[config.mk]
export PLATFORM = sky130hd
export DESIGN_NAME = pipelined_addsub
export DESIGN_NICKNAME = d
export VERILOG_FILES = /design/src/rtl/pipelined_addsub.sv
export SDC_FILE = /design/constraint.sdc
export NUM_CORES = 1
export LEC_CHECK = 0
export CORE_ASPECT_RATIO = 0.6
export CORE_UTILIZATION = 38
export CTS_BUF_LIST = sky130_fd_sc_hd__clkbuf_8
export DETAILED_ROUTE_END_ITERATION = 16
export PLACE_DENSITY_LB_ADDON = 0.3
export SLEW_MARGIN = 20
export SYNTH_ARGS = -nofsm -noshare
export SYNTH_HDL_FRONTEND = slang
export SYNTH_SLANG_ARGS = --single-unit
[constraint.sdc]
create_clock -name clk -period 7.4 [get_ports clk]
set_input_delay 0.74 -clock clk [delete_from_list [all_inputs] [get_ports clk]]
set_output_delay 0.74 -clock clk [all_outputs]
set_load 0.02 [all_outputs]
[src/rtl/pipelined_addsub.sv]
`default_nettype none
// +-----------------------------------------------------------------------+
// | pipelined_addsub : lane-pipelined add/subtract, valid/ready both ends |
// | Revision 1.0                                                          |
// +-----------------------------------------------------------------------+
module pipelined_addsub #(
  parameter int WIDTH  = 32,
  parameter int LANE_W = 16,
  parameter int TAG_W  = 4
) (
  input  logic             clk,
  input  logic             reset,
  input  logic             in_valid,
  output logic             in_ready,
  input  logic [WIDTH-1:0] in_a,
  input  logic [WIDTH-1:0] in_b,
  input  logic             in_sub,
  input  logic             in_cin,
  input  logic [TAG_W-1:0] in_tag,
  output logic             out_valid,
  input  logic             out_ready,
  output logic [WIDTH-1:0] out_sum,
  output logic             out_cout,
  output logic             out_ovf,
  output logic             out_zero,
  output logic [TAG_W-1:0] out_tag
);

  localparam int NL = WIDTH / LANE_W;

  logic             adv;

  logic [NL-1:0]    valid_d, valid_q;
  logic [NL-1:0]    carry_d, carry_q;
  logic [WIDTH-1:0] a_d   [NL];
  logic [WIDTH-1:0] a_q   [NL];
  logic [WIDTH-1:0] b_d   [NL];
  logic [WIDTH-1:0] b_q   [NL];
  logic [WIDTH-1:0] sum_d [NL];
  logic [WIDTH-1:0] sum_q [NL];
  logic [TAG_W-1:0] tag_d [NL];
  logic [TAG_W-1:0] tag_q [NL];
  logic             ovf_d, ovf_q;
  logic             zero_d, zero_q;

  // Per-stage inputs: stage 0 sees the ports, stage k sees stage k-1 registers.
  logic [NL-1:0]    src_valid, src_cin;
  logic [WIDTH-1:0] src_a   [NL];
  logic [WIDTH-1:0] src_b   [NL];
  logic [WIDTH-1:0] src_sum [NL];
  logic [TAG_W-1:0] src_tag [NL];
  logic [LANE_W:0]  lane_res [NL];

  assign adv = ~valid_q[NL-1] | out_ready;

  always_comb begin
    src_valid = '0;
    src_cin   = '0;
    src_a     = '{default: '0};
    src_b     = '{default: '0};
    src_sum   = '{default: '0};
    src_tag   = '{default: '0};
    lane_res  = '{default: '0};
    valid_d   = '0;
    carry_d   = '0;
    a_d       = '{default: '0};
    b_d       = '{default: '0};
    sum_d     = '{default: '0};
    tag_d     = '{default: '0};

    // Subtraction is A + ~B + ~borrow, so the inverted borrow rides the carry chain.
    src_valid[0] = in_valid;
    src_a[0]     = in_a;
    src_b[0]     = in_sub ? ~in_b : in_b;
    src_cin[0]   = in_sub ^ in_cin;
    src_sum[0]   = '0;
    src_tag[0]   = in_tag;

    for (int k = 1; k < NL; k++) begin
      src_valid[k] = valid_q[k-1];
      src_a[k]     = a_q[k-1];
      src_b[k]     = b_q[k-1];
      src_cin[k]   = carry_q[k-1];
      src_sum[k]   = sum_q[k-1];
      src_tag[k]   = tag_q[k-1];
    end

    for (int k = 0; k < NL; k++) begin
      lane_res[k] = {1'b0, src_a[k][k*LANE_W +: LANE_W]}
                  + {1'b0, src_b[k][k*LANE_W +: LANE_W]}
                  + {{LANE_W{1'b0}}, src_cin[k]};
      valid_d[k]  = src_valid[k];
      a_d[k]      = src_a[k];
      b_d[k]      = src_b[k];
      tag_d[k]    = src_tag[k];
      carry_d[k]  = lane_res[k][LANE_W];
      sum_d[k]    = src_sum[k];
      sum_d[k][k*LANE_W +: LANE_W] = lane_res[k][LANE_W-1:0];
    end

    // Flags are resolved alongside the last lane so they stay aligned with out_sum.
    zero_d = (sum_d[NL-1] == '0);
    ovf_d  = (src_a[NL-1][WIDTH-1] == src_b[NL-1][WIDTH-1]) &
             (sum_d[NL-1][WIDTH-1] != src_a[NL-1][WIDTH-1]);
  end

  always_ff @(posedge clk) begin
    if (reset) begin
      valid_q <= '0;
      carry_q <= '0;
      ovf_q   <= 1'b0;
      zero_q  <= 1'b0;
      for (int k = 0; k < NL; k++) begin
        a_q[k]   <= '0;
        b_q[k]   <= '0;
        sum_q[k] <= '0;
        tag_q[k] <= '0;
      end
    end else if (adv) begin
      valid_q <= valid_d;
      carry_q <= carry_d;
      a_q     <= a_d;
      b_q     <= b_d;
      sum_q   <= sum_d;
      tag_q   <= tag_d;
      ovf_q   <= ovf_d;
      zero_q  <= zero_d;
    end
  end

  assign in_ready  = adv;
  assign out_valid = valid_q[NL-1];
  assign out_sum   = sum_q[NL-1];
  assign out_cout  = carry_q[NL-1];
  assign out_ovf   = ovf_q;
  assign out_zero  = zero_q;
  assign out_tag   = tag_q[NL-1];

endmodule
`default_nettype wire
==> impl_metrics.json, run 1 <==
{
  "antennaDiodeCount": 0,
  "startpoint_type": "input port",
  "tns_ns": 0,
  "floorplan.initialDensity_pct": 39.5,
  "skew_ns": 0.00923,
  "post_cts_buffers": 0,
  "die_y_microns": 91.9,
  "clkSinkCount": 94,
  "grt_pass1_wl_microns": 22400,
  "required_ns": 7.62,
  "root_buffer": "clkbuf_8",
  "drive_gt1_share_pct": 4.63,
  "status": "finished, final reports clean",
  "ys_ff_latch": 94,
  "p_per_area_mw_per_mm2": 207,
  "num_vias": 4859,
  "min_period_ns": 3.87,
  "dieArea_sq_mm": 0.0140,
  "fin_nets": 838,
  "fp-row-count": 32,
  "dp.final_hpwl_microns": 10200,
  "postLayoutCellArea_sq_mm": 0.00656,
  "max-cap-violations": 0,
  "syn_inst": 637,
  "grt_max_degree": 110,
  "worst_slew_pin_slew_ns": 1.04,
  "finalHoldViolCount": 0,
  "yosysUniqueCellTypes": 58,
  "overflow": 0,
  "cts_buffers": 9,
  "cts_resized": 0,
  "synth_area_leaders": "dfxtp_1 37%, nand2_1 9.7%, a21oi_1 8.4%",
  "worstSetupEndpointType": "flop",
  "slew_violations": 0,
  "ys_warn_count": 0,
  "clkTransAtPathRegs_ns": 0.11,
  "rsz0062_at_grt": "false",
  "hold_class": "reg -> reg",
  "slew_headroom_pct": 30.5,
  "drt-total-wl_microns": 13700,
  "syn-num-nets": 745,
  "drc": 0,
  "yosys.area.top_type": "dfxtp_1",
  "grt_pass1_vias": 4398,
  "gp_congestion": 0.893,
  "cts_tree": "built",
  "synth_top_area_share_pct": 36.8,
  "cts_hold_buf": 0,
  "yosysMostFrequentCell": "nand2_1",
  "area_delta_synth_final_pct": 28.1,
  "cts_max_path_buffers": 2,
  "cts_max_level": 3,
  "place_area_sq_mm": 0.00637,
  "clkLatencyLatePin_ns": 0.37,
  "cp.arrival_ns": 4.09,
  "cp_cell_sequence": "buf_2 > buf_4 > xor2_1 > fa_1 > fa_1 > a211oi_2 > o21bai_1 > a21o_2 > a2111oi_4 > o31ai_2 > a2111oi_0 > nor4_1",
  "vdd_drop_max_mv": 0.0937,
  "worstSetupPathType": "in -> reg",
  "worstPathMaxFanout": 33,
  "fmax_mhz": 259,
  "crit_slowest_cell": "fa_1",
  "critPathMostFrequentCell": "fa_1",
  "core_area_sq_mm": 0.0130,
  "cpPeakStageDelay_ns": 0.46,
  "dieWidth_microns": 152,
  "routedWlPerCell_microns": 15.1,
  "synth.avg_cell_area_sq_um": 8.04,
  "detail_route.first_pass.iterations": 5,
  "grt_usage_pct": 19.9,
  "io_buffers": 114,
  "async_flop_share_pct": 0,
  "fin_crit_sh_pct": 52.3,
  "synth_edf_count": 0,
  "vias_per_cell": 5.37,
  "leakage_nw": 2.58,
  "cp_top_family": "compound AO/OA/AOI/OAI gates",
  "setup_viol": 0,
  "drt_iter0_drc": 312,
  "yosys_most_used_dff": "dfxtp_1",
  "worst-path-buf-inv": 2,
  "ys_seq_area_share_pct": 36.8,
  "ant_nets": 0,
  "synth_common_cells": "132 x nand2_1, 94 x dfxtp_1, 86 x a21oi_1",
  "synth.cell_area_sq_mm": 0.00512,
  "antenna_found_initial": 0,
  "ios": 115
}
cell families after synthesis:
| family | count (synthesis) | share of synthesized area (%) |
|---|---|---|
| buf+inv | 47 | 3.47 |
| mux | 1 | 0.196 |
| flops | 94 | 36.8 |
| fa+ha+maj | 34 | 8.90 |
| compound gates | 179 | 22.4 |
| xor+xnor | 50 | 8.55 |
| simple gates | 232 | 19.8 |
tightest hold or removal path: stages, from the launching register on:
cell and delay, ns:
dfxtp_1 0.32, nand2_1 0.05, a21oi_1 0.05
state kept, by name, summed over array words and instances (netlist names):
name / count
src_sum: 16
out_sum: 32
b_d: 16
carry_q: 2
out_zero: 1
out_ovf: 1
out_tag: 4
valid_q: 2
a_d: 16
src_tag: 4
per-stage QoR:
| stage | util (%) | worst slack (ns) | total power, mW | cells | hold slack [ns] |
|---|---|---|---|---|---|
| after global placement | 49.1 | 3.26 | 1.02 | 889 | 0.438 |
| after global routing | 50.5 | 3.30 | 1.44 | 905 | 0.476 |
| final | 50.5 | 3.53 | 1.36 | 905 | 0.459 |
| after detailed placement | 49.1 | 3.13 | 1.03 | 889 | 0.447 |
| after floorplan | - | 2.98 | 0.867 | 637 | 0.432 |
| after CTS | 50.5 | 3.52 | 1.36 | 905 | 0.461 |
layout make-up:
class / instances / area (sq um)
tap: 170 / 213
multi-input combinational: 496 / 3070
sequential: 94 / 1880
fill: 1240 / 6410
clock buffer: 9 / 124
clock inverter: 7 / 67.6
inverter: 11 / 42.5
timing repair buffer: 118 / 1160
routing by layer:
metal / global-route usage, % / vias up / share of wire [%]
met1: 30.5 / 2224 / 53
met4: 3.83 / 0 / 0.80
met3: 5.29 / 9 / 7.9
met5: 0 / - / 0
li1: - / 2435 / -
met2: 27.0 / 191 / 39
placed cells by master, fill, tap and decap left out, types with 4 or more instances in the layout:
master           synthesis  layout
a211oi_1                22      22
a21o_1                   6       6
a21oi_1                 86      86
a31oi_1                  4       4
buf_4                    0       4
clkbuf_8                 0       9
clkdlybuf4s50_1          0     112
dfxtp_1                 94      94
fa_1                     4       4
ha_1                    30      30
inv_1                   11      10
nand2_1                132     132
nand3_1                  7       7
nor2_1                  43      43
nor3_1                  14      14
nor4_1                  11      11
o211ai_1                 4       4
o21a_1                   5       5
o21ai_0                 19      19
or3_1                    4       4
xnor2_1                 30      30
xor2_1                  20      20
power by group:
part | total [mW] | switching [mW] | internal [mW] | leakage, nW
clock | 0.335 | 0.205 | 0.130 | 0.0924
sequential | 0.602 | 0.0407 | 0.561 | 0.779
combinational | 0.422 | 0.226 | 0.196 | 1.71
final timing paths:
path / slack, ns / cells past startpoint / to / from
setup / recovery: 3.53 / 12 / carry_q[0] / in_sub
hold / removal: 0.46 / 2 / out_sum[7] / out_sum[7]
setup reg to reg: 4.13 / 9 / out_zero / carry_q[0]
hold reg to reg: 0.46 / 2 / out_sum[7] / out_sum[7]
Note: power is estimated with default switching activity, not from simulation.
==> inputs of run 2 (changes only) <==
==> constraint.sdc (replaced) <==
create_clock -name clk -period 3.2 [get_ports clk]
set_input_delay 0.32 -clock clk [delete_from_list [all_inputs] [get_ports clk]]
set_output_delay 0.32 -clock clk [all_outputs]
set_load 0.02 [all_outputs]
==> run 2 against run 1 <==
  * Register-to-register slack lost 3.9 ns
  * Worst setup slack lost 3.3 ns
  * Critical path depth shrank 2
  * First-iteration DRC count grew 14%
  * Sequential power grew 130%
  * Global-route usage grew 1.3 points
  * Critical endpoint is now out_zero
==> impl_metrics.json, run 2 (synthesized netlist as in run 1, its figures left out) <==
{
  "status": "finished, final reports clean",
  "min_period_ns": 3.01,
  "root_buffer": "clkbuf_8",
  "drt-total-wl_microns": 14500,
  "leakage_nw": 2.63,
  "dieArea_sq_mm": 0.0140,
  "whs_ns": 0.458,
  "fp-row-count": 32,
  "fin_crit_sh_pct": 94.0,
  "rsz0062_at_grt": "false",
  "drc": 0,
  "nFillCells": 1224,
  "slew_violations": 0,
  "io_buffers": 114,
  "dieWidth_microns": 152,
  "r2r_end": "out_zero",
  "worst_slew_pin_slew_ns": 0.873,
  "final_common_cell": "nand2_1",
  "startpoint_type": "flop",
  "worstSetupEndpointType": "flop",
  "fmax_mhz": 332,
  "grt_pass1_wl_microns": 23600,
  "cts_max_level": 3,
  "worstPathMaxFanout": 3,
  "postLayoutCellArea_sq_mm": 0.00666,
  "setup_viol": 0,
  "required_ns": 3.52,
  "antennaDiodeCount": 0,
  "cts_max_path_buffers": 2,
  "cts_hold_buf": 0,
  "overflow": 0,
  "grt_pass1_vias": 4487,
  "max-cap-violations": 0,
  "seq_area_sq_mm": 0.00188,
  "gp_congestion": 0.843,
  "clkTransAtPathRegs_ns": 0.10,
  "finalHoldViolCount": 0,
  "clkLatencyLatePin_ns": 0.38,
  "final_cell_mix": "132 x nand2_1, 111 x clkdlybuf4s50_1, 94 x dfxtp_1, 86 x a21oi_1, 43 x nor2_1",
  "p_per_area_mw_per_mm2": 478,
  "grt_usage_pct": 21.2,
  "floorplan.initialDensity_pct": 39.5,
  "ios": 115,
  "cts_tree": "built",
  "dp.final_hpwl_microns": 10800,
  "hold_class": "reg -> reg",
  "ant_nets": 0,
  "vias_per_cell": 5.42,
  "routedWlPerCell_microns": 15.9,
  "area_delta_synth_final_pct": 30.1,
  "drt_iter0_drc": 355,
  "largest_register_ffs": 32,
  "fin_nets": 847,
  "clkSinkCount": 94,
  "hold_end": "out_tag[0]",
  "core_area_sq_mm": 0.0130,
  "slew_headroom_pct": 41.8,
  "drive_gt1_share_pct": 6.45,
  "r2r-start": "carry_q[0]",
  "worstSetupPathType": "reg -> reg",
  "multi_input_comb_area_sq_mm": 0.00310,
  "antenna_found_initial": 0,
  "place_area_sq_mm": 0.00644,
  "min_from": "out_tag[0]",
  "vdd_drop_max_mv": 0.211,
  "r2r_slack_ns": 0.19,
  "worst_r2r_path_depth": 10,
  "die_y_microns": 91.9,
  "grt_max_degree": 85,
  "detail_route.first_pass.iterations": 5,
  "place_ws_ns": -0.316,
  "hold_depth": 2,
  "setup_ws_ns": 0.192,
  "num_vias": 4951,
  "cts_buffers": 9,
  "cp.arrival_ns": 3.33,
  "skew_ns": 0.00961
}
## run 2: layer usage
layer | share of wire, % | track usage [%] | up-vias
met5 | 0 | 0 | -
met4 | 0.75 | 4.25 | 0
met2 | 38 | 28.7 | 209
met1 | 51 | 32.0 | 2281
li1 | - | - | 2450
met3 | 9.6 | 6.47 | 11
## run 2: per-stage QoR
step,std cells,setup TNS [ns],power (mW),util (%)
floorplan,637,-0.117,2.01,-
CTS,913,0,3.19,51.1
finish,914,0,3.19,51.4
global placement,897,-0.494,2.38,49.6
detailed placement,897,-0.656,2.40,49.6
global route,914,0,3.36,51.4
## run 2: where the power goes
| group | switching, mW | internal (mW) | total [mW] |
|---|---|---|---|
| Sequential | 0.0956 | 1.30 | 1.39 |
| Clock | 0.462 | 0.317 | 0.779 |
| Combinational | 0.539 | 0.476 | 1.01 |
## run 2: how the worst max path moves through the flow
stage | from | to | slack [ns] | cells past startpoint
after floorplan | in_sub | carry_q[0] | -0.07 | 13
after global placement | in_b[0] | carry_q[0] | -0.28 | 11
after detailed placement | in_b[0] | carry_q[0] | -0.32 | 11
after CTS | in_b[0] | carry_q[0] | 0.08 | 11
after global routing | carry_q[0] | out_zero | 0.02 | 9
final | carry_q[0] | out_zero | 0.19 | 10
## run 2: repair_timing
| action | CTS | global route |
|---|---|---|
| resized for setup | 0 | 6 |
| buffers inserted | 0 | 1 |
| endpoints found under the setup margin | 0 | 2 |
## run 2: cell type report
type                       count  area share [%]
clock inverter                 6           0.808
multi-input combinational    496            46.6
timing repair buffer         127            18.5
clock buffer                  10            2.07
sequential                    94            28.2
inverter                      11           0.639
tap                          170            3.19
## run 2: critical path, cell delays in order, from the launching register on
cell and delay (ns):
dfxtp_1 0.36, fa_1 0.49, fa_1 0.44, a211oi_2 0.30
o21ai_1 0.18, a31oi_1 0.35, a21oi_1 0.13, xor2_1 0.16
buf_4 0.15, nor4_1 0.25, a32o_1 0.15
==> inputs of run 3 (changes only) <==
--- a/config.mk
+++ b/config.mk
@@ -10,7 +10,7 @@
 export CTS_BUF_LIST = sky130_fd_sc_hd__clkbuf_8
 export DETAILED_ROUTE_END_ITERATION = 16
 export PLACE_DENSITY_LB_ADDON = 0.3
-export SLEW_MARGIN = 20
+export SLEW_MARGIN = 10
 export SYNTH_ARGS = -nofsm -noshare
 export SYNTH_HDL_FRONTEND = slang
 export SYNTH_SLANG_ARGS = --single-unit
==> results of run 3 <==
Same layout as run 2: the final DEF is identical, and so are final timing and power.
